### src/rtl/ioctl_dn_pacer.sv
// ioctl_dn_pacer: buffers host download bytes in a small FIFO and replays
// them onto the dn_* load port at the rate of a clock enable. ioctl_wait
// throttles the host and the block reports session busy/done/count/overflow.
module ioctl_dn_pacer #(
    parameter int DEPTH      = 8,
    parameter int AW         = 17,
    parameter int HIGH_WATER = 6
) (
    input  logic          clk_sys,
    input  logic          reset_n,
    input  logic          ce,
    input  logic          ioctl_download,
    input  logic          ioctl_wr,
    input  logic [24:0]   ioctl_addr,
    input  logic [7:0]    ioctl_dout,
    input  logic [7:0]    ioctl_index,
    output logic          ioctl_wait,
    output logic [AW-1:0] dn_addr,
    output logic [7:0]    dn_data,
    output logic [7:0]    dn_index,
    output logic          dn_wr,
    output logic          dn_busy,
    output logic          dn_done,
    output logic [24:0]   dn_count,
    output logic          overflow
);

    localparam int PW = $clog2(DEPTH);
    localparam int EW = AW + 16;
    localparam logic [PW:0] OCC_FULL = (PW+1)'(DEPTH);
    localparam logic [PW:0] OCC_HIGH = (PW+1)'(HIGH_WATER);
    localparam logic [24:0] CNT_MAX  = '1;

    typedef enum logic [1:0] {
        ST_IDLE   = 2'd0,
        ST_ACTIVE = 2'd1,
        ST_FLUSH  = 2'd2,
        ST_DONE   = 2'd3
    } state_t;

    // FIFO storage and bookkeeping
    logic [EW-1:0] r_mem [DEPTH];
    logic [PW-1:0] r_wr_ptr;
    logic [PW-1:0] r_rd_ptr;
    logic [PW:0]   r_occ;

    // Registered outputs
    state_t        r_state;
    logic          r_wait;
    logic          r_dn_wr;
    logic [AW-1:0] r_dn_addr;
    logic [7:0]    r_dn_data;
    logic [7:0]    r_dn_index;
    logic          r_dn_done;
    logic [24:0]   r_dn_count;
    logic          r_overflow;

    // Per-edge decisions, all based on pre-edge occupancy
    logic          w_req;
    logic          w_push;
    logic          w_drop;
    logic          w_pop;
    logic          w_start;
    logic [PW:0]   w_occ_next;

    assign w_req      = ioctl_wr & ioctl_download;
    // A full FIFO drops the byte even if a pop frees a slot on the same edge.
    assign w_push     = w_req & (r_occ < OCC_FULL);
    assign w_drop     = w_req & (r_occ >= OCC_FULL);
    assign w_pop      = ce & (r_occ != '0);
    assign w_start    = (r_state == ST_IDLE) & ioctl_download;
    assign w_occ_next = r_occ + (PW+1)'(w_push) - (PW+1)'(w_pop);

    // Upper address bits beyond AW are deliberately discarded.
    generate
        if (AW < 25) begin : g_addr_drop
            logic w_addr_unused;
            assign w_addr_unused = ^ioctl_addr[24:AW];
        end
    endgenerate

    // Entry storage: plain array so it maps onto distributed/block RAM.
    always_ff @(posedge clk_sys) begin
        if (w_push) begin
            r_mem[r_wr_ptr] <= {ioctl_addr[AW-1:0], ioctl_dout, ioctl_index};
        end
    end

    // Pointer and occupancy tracking; pointers wrap modulo DEPTH.
    always_ff @(posedge clk_sys or negedge reset_n) begin
        if (!reset_n) begin
            r_wr_ptr <= '0;
            r_rd_ptr <= '0;
            r_occ    <= '0;
        end else begin
            if (w_push) begin
                r_wr_ptr <= r_wr_ptr + 1'b1;
            end
            if (w_pop) begin
                r_rd_ptr <= r_rd_ptr + 1'b1;
            end
            r_occ <= w_occ_next;
        end
    end

    // Drain stage: head entry is registered onto dn_* with a one-cycle strobe.
    always_ff @(posedge clk_sys or negedge reset_n) begin
        if (!reset_n) begin
            r_dn_wr    <= 1'b0;
            r_dn_addr  <= '0;
            r_dn_data  <= '0;
            r_dn_index <= '0;
        end else begin
            r_dn_wr <= w_pop;
            if (w_pop) begin
                {r_dn_addr, r_dn_data, r_dn_index} <= r_mem[r_rd_ptr];
            end
        end
    end

    // Back-pressure follows post-edge occupancy so the host sees it one cycle early.
    always_ff @(posedge clk_sys or negedge reset_n) begin
        if (!reset_n) begin
            r_wait <= 1'b0;
        end else begin
            r_wait <= (w_occ_next >= OCC_HIGH);
        end
    end

    // Session state machine with its done pulse, byte counter and overflow flag.
    always_ff @(posedge clk_sys or negedge reset_n) begin
        if (!reset_n) begin
            r_state    <= ST_IDLE;
            r_dn_done  <= 1'b0;
            r_dn_count <= '0;
            r_overflow <= 1'b0;
        end else begin
            r_dn_done <= 1'b0;
            case (r_state)
                ST_IDLE: begin
                    if (ioctl_download) begin
                        r_state <= ST_ACTIVE;
                    end
                end
                ST_ACTIVE: begin
                    if (!ioctl_download) begin
                        r_state <= ST_FLUSH;
                    end
                end
                ST_FLUSH: begin
                    // Re-raising download merges into the running session.
                    if (ioctl_download) begin
                        r_state <= ST_ACTIVE;
                    end else if ((r_occ == '0) && !r_dn_wr) begin
                        r_state   <= ST_DONE;
                        r_dn_done <= 1'b1;
                    end
                end
                ST_DONE: begin
                    r_state <= ST_IDLE;
                end
                default: begin
                    r_state <= ST_IDLE;
                end
            endcase

            // A new session restarts the counters; a pop on that edge already counts.
            if (w_start) begin
                r_dn_count <= w_pop ? 25'd1 : 25'd0;
                r_overflow <= w_drop;
            end else begin
                if (w_pop && (r_dn_count != CNT_MAX)) begin
                    r_dn_count <= r_dn_count + 25'd1;
                end
                if (w_drop) begin
                    r_overflow <= 1'b1;
                end
            end
        end
    end

    assign ioctl_wait = r_wait;
    assign dn_addr    = r_dn_addr;
    assign dn_data    = r_dn_data;
    assign dn_index   = r_dn_index;
    assign dn_wr      = r_dn_wr;
    assign dn_busy    = (r_state != ST_IDLE);
    assign dn_done    = r_dn_done;
    assign dn_count   = r_dn_count;
    assign overflow   = r_overflow;

endmodule

### config.mk
export PLATFORM = sky130hd
export DESIGN_NAME = ioctl_dn_pacer
export DESIGN_NICKNAME = d
export VERILOG_FILES = /design/src/rtl/ioctl_dn_pacer.sv
export SDC_FILE = /design/constraint.sdc
export NUM_CORES = 1
export LEC_CHECK = 0
export ABC_AREA = 0
export ABC_CLOCK_PERIOD_IN_PS = 10450
export CORE_UTILIZATION = 43
export CTS_BUF_LIST = sky130_fd_sc_hd__clkbuf_4
export CTS_CLUSTER_DIAMETER = 50
export DETAILED_ROUTE_END_ITERATION = 16
export PLACE_DENSITY = 0.7
export SYNTH_ARGS = -nofsm -noshare
export SYNTH_HDL_FRONTEND = slang
export SYNTH_SLANG_ARGS = --single-unit
### constraint.sdc
create_clock -name clk_sys -period 10.45 [get_ports clk_sys]
set_clock_uncertainty 0.1 [all_clocks]
set_input_delay 2.09 -clock clk_sys [delete_from_list [all_inputs] [get_ports clk_sys]]
set_output_delay 2.09 -clock clk_sys [all_outputs]
set_load 0.02 [all_outputs]
Word-level counts from Yosys, hierarchy flattened
Memories as Yosys holds them, arrays and structs flattened. A register that Yosys moved wholly into a read port is not among the register bits.
Index checks and enable logic that the tools add are counted.
- flip-flop bits (word level): 41
- latch bits: 0
- RAM bits: 264
- ROM bits: 0
- bits of input ports: 46
- word-level logic and storage cells: 56
- memories kept: 1
- add/sub/neg operators: 5
- multipliers: 0
- div/mod/pow operators: 0
- $lt $le $gt $ge: 3
- equality and inequality tests: 7
- shifts and indexed selects: 0
- mux-type cells: 15
- bitwise operators: 5
- reductions and logical operators: 11
- memory list (name ; depth ; bits a word ; rd ports ; clocked after Yosys merged registers in ; write ports ; line ; source):
    r_mem ; 8 ; 33 ; 1 ; 1 ; 1 ; 42 ; logic [EW-1:0] r_mem [DEPTH];
- operator list (operator ; count):
    two-way mux 25 bit ; 2
    adder 25 x 1 -> 25 bit (second input constant) ; 1
    != test 25 bit (second input constant) ; 1
    two-way mux 1 bit ; 8
    two-way mux 2 bit ; 4
    one-hot mux 2 bit (4 select lines) ; 1
    adder 3 x 1 -> 3 bit (second input constant) ; 2
    nonzero test 2 bit ; 3
    bitwise AND 1 bit ; 5
    adder 4 x 1 -> 4 bit ; 1
    == test 2 bit (second input constant) ; 2
    greater-or-equal comparator 4 x 3 -> 1 bit (second input constant) ; 1
    greater-or-equal comparator 4 bit (second input constant) ; 1
    logical NOT 4 bit ; 1
    < comparator 4 bit (second input constant) ; 1
    != test 2 bit (second input constant) ; 2
    nonzero test 4 bit ; 1
    subtractor 4 x 1 -> 4 bit ; 1
    != test 3 bit (second input constant) ; 1
    AND reduction 3 bit ; 1
    == test 2 x 1 -> 1 bit (second input constant) ; 1
    logical AND 1 bit ; 2
    logical NOT 1 bit ; 2
    logical NOT 2 bit ; 1

Logic depth before layout (Yosys ltp)
Gate-level depths: netlist of the first run.
- depth in word-level cells: 5
- gate-level depth with buffers: 13
- gate-level depth less buffers: 12

Worst setup path before layout of the first run
Ideal clock, no wire load.
- path kind: input-to-reg
- start: input ioctl_download
- end: memory r_mem[0][0] (netlist bit) (enable)
- library setup time: 0.464 ns
- data arrival time: 4.808 ns
- path slack: 5.078 ns
- stages: 3
- path through: nand2_1 -> or3_1 -> nor3_1
- longest elaborated chain between the ends: 4
- RTL lines (what ; line ; source):
    start, declared ; 12 ; input logic ioctl_download,
    bitwise AND 1 bit ; 66 ; assign w_req = ioctl_wr & ioctl_download;
    bitwise AND 1 bit ; 68 ; assign w_push = w_req & (r_occ < OCC_FULL);
    two-way mux 1 bit ; 84 ; if (w_push) begin
    two-way mux 1 bit (not written as such) ; 85 ; r_mem[r_wr_ptr] <= {ioctl_addr[AW-1:0], ioctl_dout, ioctl_index};
    end, declared ; 42 ;
Every way passes these cells.

Worst setup path after layout of the first run
- start: register r_state[1]
- end: output dn_busy
- longest elaborated chain between the ends: 1
- RTL lines (what ; line ; source):
    start, declared ; 48 ; state_t r_state;
    start signal, assigned ; 133 ; r_state <= ST_IDLE;
    start signal, assigned ; 142 ; r_state <= ST_ACTIVE;
    start signal, assigned ; 147 ; r_state <= ST_FLUSH;
    nonzero test 2 bit ; 187 ; assign dn_busy = (r_state != ST_IDLE);
    end, declared ; 22 ; output logic dn_busy,
Every way passes these cells.

==> impl_metrics.tcl, run 1 <==
set metrics [dict create \
    setup_tns_ns 0 \
    hold_path_end "dn_data[5]" \
    clk_latency_ns 0.68 \
    drcViolationCount 0 \
    design.die.area_um2 31550 \
    synth_nets 778 \
    die_w_um 177.6 \
    synthTopCellsByArea "edfxtp_1 60%, dfrtp_1 14%, mux4_2 11%" \
    startpoint_type "flop" \
    clock_sinks 338 \
    vias 7108 \
    postPlaceCellArea_um2 14770 \
    place_congestion 0.8068 \
    core_area_um2 29950 \
    worstPathArrival_ns 1.96 \
    critPathKind "flop to primary output" \
    grtUsageTotal_pct 17.50 \
    grt-ovfl-total 0 \
    cap_viol_max_count 0 \
    synth_top_area_share_pct 59.77 \
    drive_above_1_share_pct 28.05 \
    postCtsSetupBuffers 0 \
    finalSetupViolCount 0 \
    num_rows 63 \
    grt_max_degree 73 \
    worst_pin_slew_ns 0.9931 \
    worst-path-max-fanout 4 \
    r2r_slack_ns 7.57 \
    initial_core_util_pct 44.28 \
    cts_inserted_buffers 85 \
    holdCritStartpoint "dn_data[5]" \
    finalCritPeriodShare_pct 39.76 \
    hold_depth 2 \
    ctsResizeCount 0 \
    p_leak_nw 5.574 \
    grt_pass1_wl_um 41340 \
    drt-initial-drc-count 489 \
    endpoint_kind "primary output" \
    design_area_um2 15930 \
    clockBufferDepth 3 \
    synth_cell_types 53 \
    slew_headroom_pct 33.79 \
    io_pins 109 \
    fp.dieH_um 177.6 \
    p_per_area_nw_per_um2 242.6 \
    htreeDepth 3 \
    drv_slew 0 \
    syn_avg_cell_area_um2 18.37 \
    io_buffers 100 \
    ir_worst_vdd_uv 185.7 \
    p_int_mw 2.736 \
    vias_per_cell 5.261 \
    synthCells 722 \
    ant_nets 0 \
    regArea_um2 9788 \
    r2r-start "r_occ[3]" \
    cts_tree "done" \
    antenna_found_initial 3 \
    p_comb_share_pct 24.6 \
    status "complete, no violations" \
    routedWlPerCell_um 19.40 \
    synthToLayoutAreaGrowth_pct 20.08 \
    finalWirelength_um 26210 \
    yosysWarningCount 0 \
    multi_input_area_um2 3344 \
    cts_hold_buf 0 \
    drt_pass1_iterations 5 \
    min_period_ns 4.155 \
    cp.required_ns 8.26 \
    hold_viol 0 \
    synth_area_um2 13260 \
    fin_nets 946 \
    synth_top_cell_by_area "edfxtp_1" \
    dpl.hpwl_um 14300 \
    p_switching_mw 1.128 \
    grt_pass1_vias 7396 \
    hold_path_class "flop to flop" \
    power.share.switching_pct 29.18 \
    timing.rr.end "ioctl_wait" \
    max_freq_mhz 240.7 \
    yosysSeqAreaShare_pct 73.74 \
    p_seq_share_pct 45.9 \
    fillers 2438 \
    grt_setup_unrepaired "no" \
    clk_pin_slew_ns 0.06 \
    pwr-share-clk_pct 29.5 \
    yosys_register_bits 338 \
    clk_root_buffer_cell "clkbuf_4" \
    rr_worst_depth 12 \
]
[cells by family (layout without fill, tap and decap cells)]
group                    after synthesis  after routing  share of synthesized area [%]
AO/OA/AOI/OAI                         80             80                          3.953
XOR/XNOR                              11             11                         0.7264
adder cells (fa/ha/maj)               10             10                          1.000
buffers and inverters                 46            283                          1.481
flip-flops                           338            338                          73.74
multiplexers                         102            102                          13.93
other                                  0              2                              0
AND/OR/NAND/NOR                      135            135                          5.170
[registers in the layout (all words and copies together), names as in the netlist]
| register | flops |
|---|---|
| dn_count | 25 |
| overflow | 1 |
| ioctl_wait | 1 |
| dn_done | 1 |
| r_state | 2 |
| dn_data | 8 |
| dn_wr | 1 |
| r_wr_ptr | 3 |
| r_rd_ptr | 3 |
| dn_addr | 17 |
| r_mem | 264 |
| dn_index | 8 |
| r_occ | 4 |
[cells in the final DEF, fill, tap and decap left out, drive strengths merged, types with 3 or more instances in the layout]
cell type      Yosys  routed
a21oi             16      16
and3               5       5
buf               13      14
clkbuf            19     140
clkdlybuf4s50      0      99
clkinv             0      11
dfrtp             74      74
edfxtp           264     264
ha                 9       9
inv               14      16
mux2i             35      35
mux4              66      66
nand2             59      59
nand3              6       6
nand4              5       5
nor2              20      20
nor3               6       6
o211ai             4       4
o21ai             43      43
o31ai              8       8
or2                3       3
or3                9       9
or4               10      10
xnor2              5       5
xor2               6       6
[per-stage QoR]
stage	hold WS, ns	setup WS, ns	util, %	cells	total power [mW]
after global placement	0.3643	5.695	49.31	1193	2.762
after floorplan	0.3619	5.078	-	722	2.407
after CTS	0.3845	6.244	53.15	1349	3.930
after detailed placement	0.3699	5.702	49.31	1193	2.776
final	0.3790	6.295	53.17	1351	3.864
after global routing	0.3995	6.197	53.16	1350	4.088
[synth_stat cells, drive strengths merged]
| cell | number |
|---|---|
| ha | 9 |
| edfxtp | 264 |
| xor2 | 6 |
| or3 | 9 |
| nand4b | 1 |
| and2 | 1 |
| a21o | 2 |
| xnor2 | 5 |
| o21ai | 43 |
| nor3 | 6 |
| or4 | 10 |
| nand3 | 6 |
| a32o | 1 |
| a21oi | 16 |
| and3 | 5 |
| nor2 | 20 |
| nand2 | 59 |
| dfrtp | 74 |
| fa | 1 |
| mux2i | 35 |
| nand4 | 5 |
| and4 | 2 |
| inv | 14 |
| nand2b | 2 |
| a22oi | 1 |
| o31ai | 8 |
| mux4 | 66 |
| o21a | 2 |
| or2 | 3 |
| nand3b | 1 |
| nor4 | 2 |
| buf | 13 |
| o2111ai | 2 |
| nor3b | 1 |
| o211ai | 4 |
| or3b | 1 |
| mux2 | 1 |
| clkbuf | 19 |
| nor4b | 1 |
| a31oi | 1 |
[worst max path at each step]
stage,endpoint,cells past startpoint,from,slack [ns]
after floorplan,r_mem[0][0],3,ioctl_download,5.08
after global placement,r_mem[2][14],5,ioctl_download,5.70
after detailed placement,r_mem[2][32],5,ioctl_download,5.70
after CTS,dn_busy,2,r_state[1],6.24
after global routing,dn_busy,2,r_state[1],6.20
final,dn_busy,2,r_state[1],6.30
[worst max-delay path, cell delays in order (launching register included)]
cell	delay, ns
dfrtp_1	0.41
or2_2	0.34
clkdlybuf4s50_1	0.54
[per-layer routing]
| metal | wire length, µm | GRT usage [%] |
|---|---|---|
| met5 | 11 | 0 |
| met4 | 539 | 6.446 |
| met3 | 1729 | 4.713 |
| met1 | 11400 | 23.35 |
| met2 | 12530 | 27.57 |
[power by group through the flow]
stage | clock (mW) | combinational, mW | sequential [mW]
after floorplan | 0 | 0.624 | 1.78
after global placement | 0 | 0.959 | 1.80
after detailed placement | 0 | 0.971 | 1.81
after CTS | 1.18 | 0.973 | 1.78
after global routing | 1.25 | 1.04 | 1.80
final | 1.14 | 0.951 | 1.77
[area by class of cell]
class                   instances  share of cell area (%)
clock inverters                16                  0.6285
flip-flops and latches        338                   61.46
diodes                          2                 0.03143
well taps                     390                   3.064
multi-input cells             338                   21.00
repair buffers                113                   6.882
clock buffers                 140                   6.600
inverters                      14                  0.3300
Note: power is estimated with default switching activity, not from simulation.
==> run 2: changes to the inputs <==
Settings changed: ABC_CLOCK_PERIOD_IN_PS 10450 to 4019.
Clock period 10.45 ns to 4.02 ns, I/O delays scaled along.
==> run 2 against run 1 <==
Cell count is 0.30% higher; critical endpoint unchanged; highest routed layer unchanged; flip-flop and latch count unchanged; die area stayed put; combinational power rose to 2.7 times the previous value.
==> impl_metrics.tcl, run 2 (synthesis results as in run 1) <==
set metrics [dict create \
    die_w_um 177.6 \
    cts_hold_buf 0 \
    fillers 2451 \
    antenna_found_initial 2 \
    io_buffers 100 \
    slowest_delay_ns 0.55 \
    place_congestion 0.7964 \
    initial_core_util_pct 44.28 \
    path_buf_inv 1 \
    p_int_mw 7.073 \
    layout_common_cells "264 x edfxtp_1, 132 x clkbuf_4, 99 x clkdlybuf4s50_1" \
    fp.dieH_um 177.6 \
    ctsResizeCount 0 \
    startpoint_type "flop" \
    r2r-start "r_occ[3]" \
    p_comb_share_pct 25.5 \
    p_leak_nw 5.596 \
    finalWirelength_um 26230 \
    drv_slew 0 \
    dpl.hpwl_um 14880 \
    finalSetupViolCount 0 \
    synthToLayoutAreaGrowth_pct 20.50 \
    vias_per_cell 5.301 \
    critPathKind "flop to primary output" \
    setup_tns_ns 0 \
    cts_inserted_buffers 85 \
    routedWlPerCell_um 19.36 \
    drive_above_1_share_pct 27.59 \
    timing.rr.end "ioctl_wait" \
    ir_worst_vdd_uv 388.3 \
    ant_nets 0 \
    fin_nets 951 \
    worstPathArrival_ns 1.99 \
    status "complete, no violations" \
    clk_root_buffer_cell "clkbuf_4" \
    cts_tree "done" \
    cp.required_ns 3.12 \
    power.share.switching_pct 29.41 \
    instances_no_fill 1355 \
    grt_pass1_vias 7569 \
    pwr-share-clk_pct 28.8 \
    largest_reg_flops 264 \
    top_register "r_mem" \
    clockBufferDepth 3 \
    htreeDepth 3 \
    grtUsageTotal_pct 17.38 \
    grt_pass1_wl_um 41100 \
    worst_pin_slew_ns 0.9829 \
    hold_viol 0 \
    r2r_slack_ns 1.33 \
    power_mw 10.02 \
    clk_latency_ns 0.70 \
    startpoint "r_state[1]" \
    vias 7183 \
    path_cells "or2_2 -> clkdlybuf4s50_1" \
    hold_path_class "input port to asynchronous set/reset pin" \
    crit_cells 2 \
    p_per_area_nw_per_um2 627.0 \
    slowest_stage "clkdlybuf4s50_1" \
    num_rows 63 \
    rr_worst_depth 12 \
    p_switching_mw 2.947 \
    final_util_pct 53.35 \
    p_seq_share_pct 45.7 \
    worstSetupEndpoint "dn_busy" \
    mostFrequentLayoutCell "edfxtp_1" \
    finalCritPeriodShare_pct 71.97 \
    endpoint_kind "primary output" \
    clock_sinks 338 \
    grt_setup_unrepaired "no" \
    grt-ovfl-total 0 \
    slew_headroom_pct 34.48 \
    min_period_ns 2.893 \
    drt_pass1_iterations 5 \
    design.die.area_um2 31550 \
    cap_viol_max_count 0 \
    critPathTopFamily "buffers and inverters" \
    max_freq_mhz 345.6 \
    io_pins 109 \
    core_area_um2 29950 \
    grt_max_degree 66 \
    clk_pin_slew_ns 0.06 \
    dp.cells 1198 \
    drt-initial-drc-count 498 \
    postCtsSetupBuffers 0 \
    drcViolationCount 0 \
    worst-path-max-fanout 4 \
]
-- run 2: cell types whose count changed in the layout (fill, tap and decap cells not counted), sizes merged --
| cell | change |
|---|---|
| diode | -1 |
| clkinvlp | -2 |
| buf | +5 |
| inv | +1 |
| clkbuf | -8 |
| clkinv | +9 |
-- run 2: worst register-to-register path, cell delays in order (launching register included) --
cell     delay, ns
dfrtp_1       0.42
inv_1         0.07
ha_1          0.14
or3b_1        0.38
nand2_2       0.12
inv_1         0.07
ha_1          0.26
inv_1         0.06
ha_1          0.15
inv_1         0.05
fa_1          0.38
xnor2_1       0.16
a21o_1        0.18
-- run 2: worst min-delay path by stage --
stage | end | depth (start not counted)
floorplan | dn_done | 1
global placement | dn_index[0] | 2
detailed placement | dn_data[2] | 2
CTS | dn_addr[16] | 1
global route | dn_addr[16] | 1
finish | dn_count[9] | 1
-- run 2: per-stage QoR --
stage	instance area, µm²	hold slack [ns]	setup WS, ns
6_report	15980	0.1554	1.127
3_5_place_dp	14860	0.3693	0.6863
5_1_grt	15980	0.1795	1.026
2_1_floorplan	13270	0.3619	0.001255
4_1_cts	15980	0.1410	1.085
3_3_place_gp	14860	0.3602	0.7506
-- run 2: final cells by class --
| type | count | area [µm²] | share of cell area [%] |
|---|---|---|---|
| clock inverter | 24 | 127.6 | 0.7986 |
| clock buffer | 132 | 991.0 | 6.201 |
| antenna | 1 | 2.502 | 0.01566 |
| inverter | 14 | 52.55 | 0.3288 |
| tap | 390 | 488.0 | 3.053 |
| timing repair buffer | 118 | 1184 | 7.406 |
| multi-input combinational | 338 | 3351 | 20.97 |
| sequential | 338 | 9786 | 61.23 |
-- run 2: per-layer routing --
layer	wire [µm]	GRT usage [%]
met1	11460	23.00
met2	12860	28.09
met3	1574	4.413
met4	317	5.734
met5	17	0
-- run 2: power by group through the flow --
stage	logic, mW	registers (mW)	clock network (mW)
3_3_place_gp	2.57	4.65	0
2_1_floorplan	1.62	4.64	0
4_1_cts	2.62	4.59	2.98
3_5_place_dp	2.61	4.66	0
5_1_grt	2.78	4.64	3.15
6_report	2.56	4.58	2.88
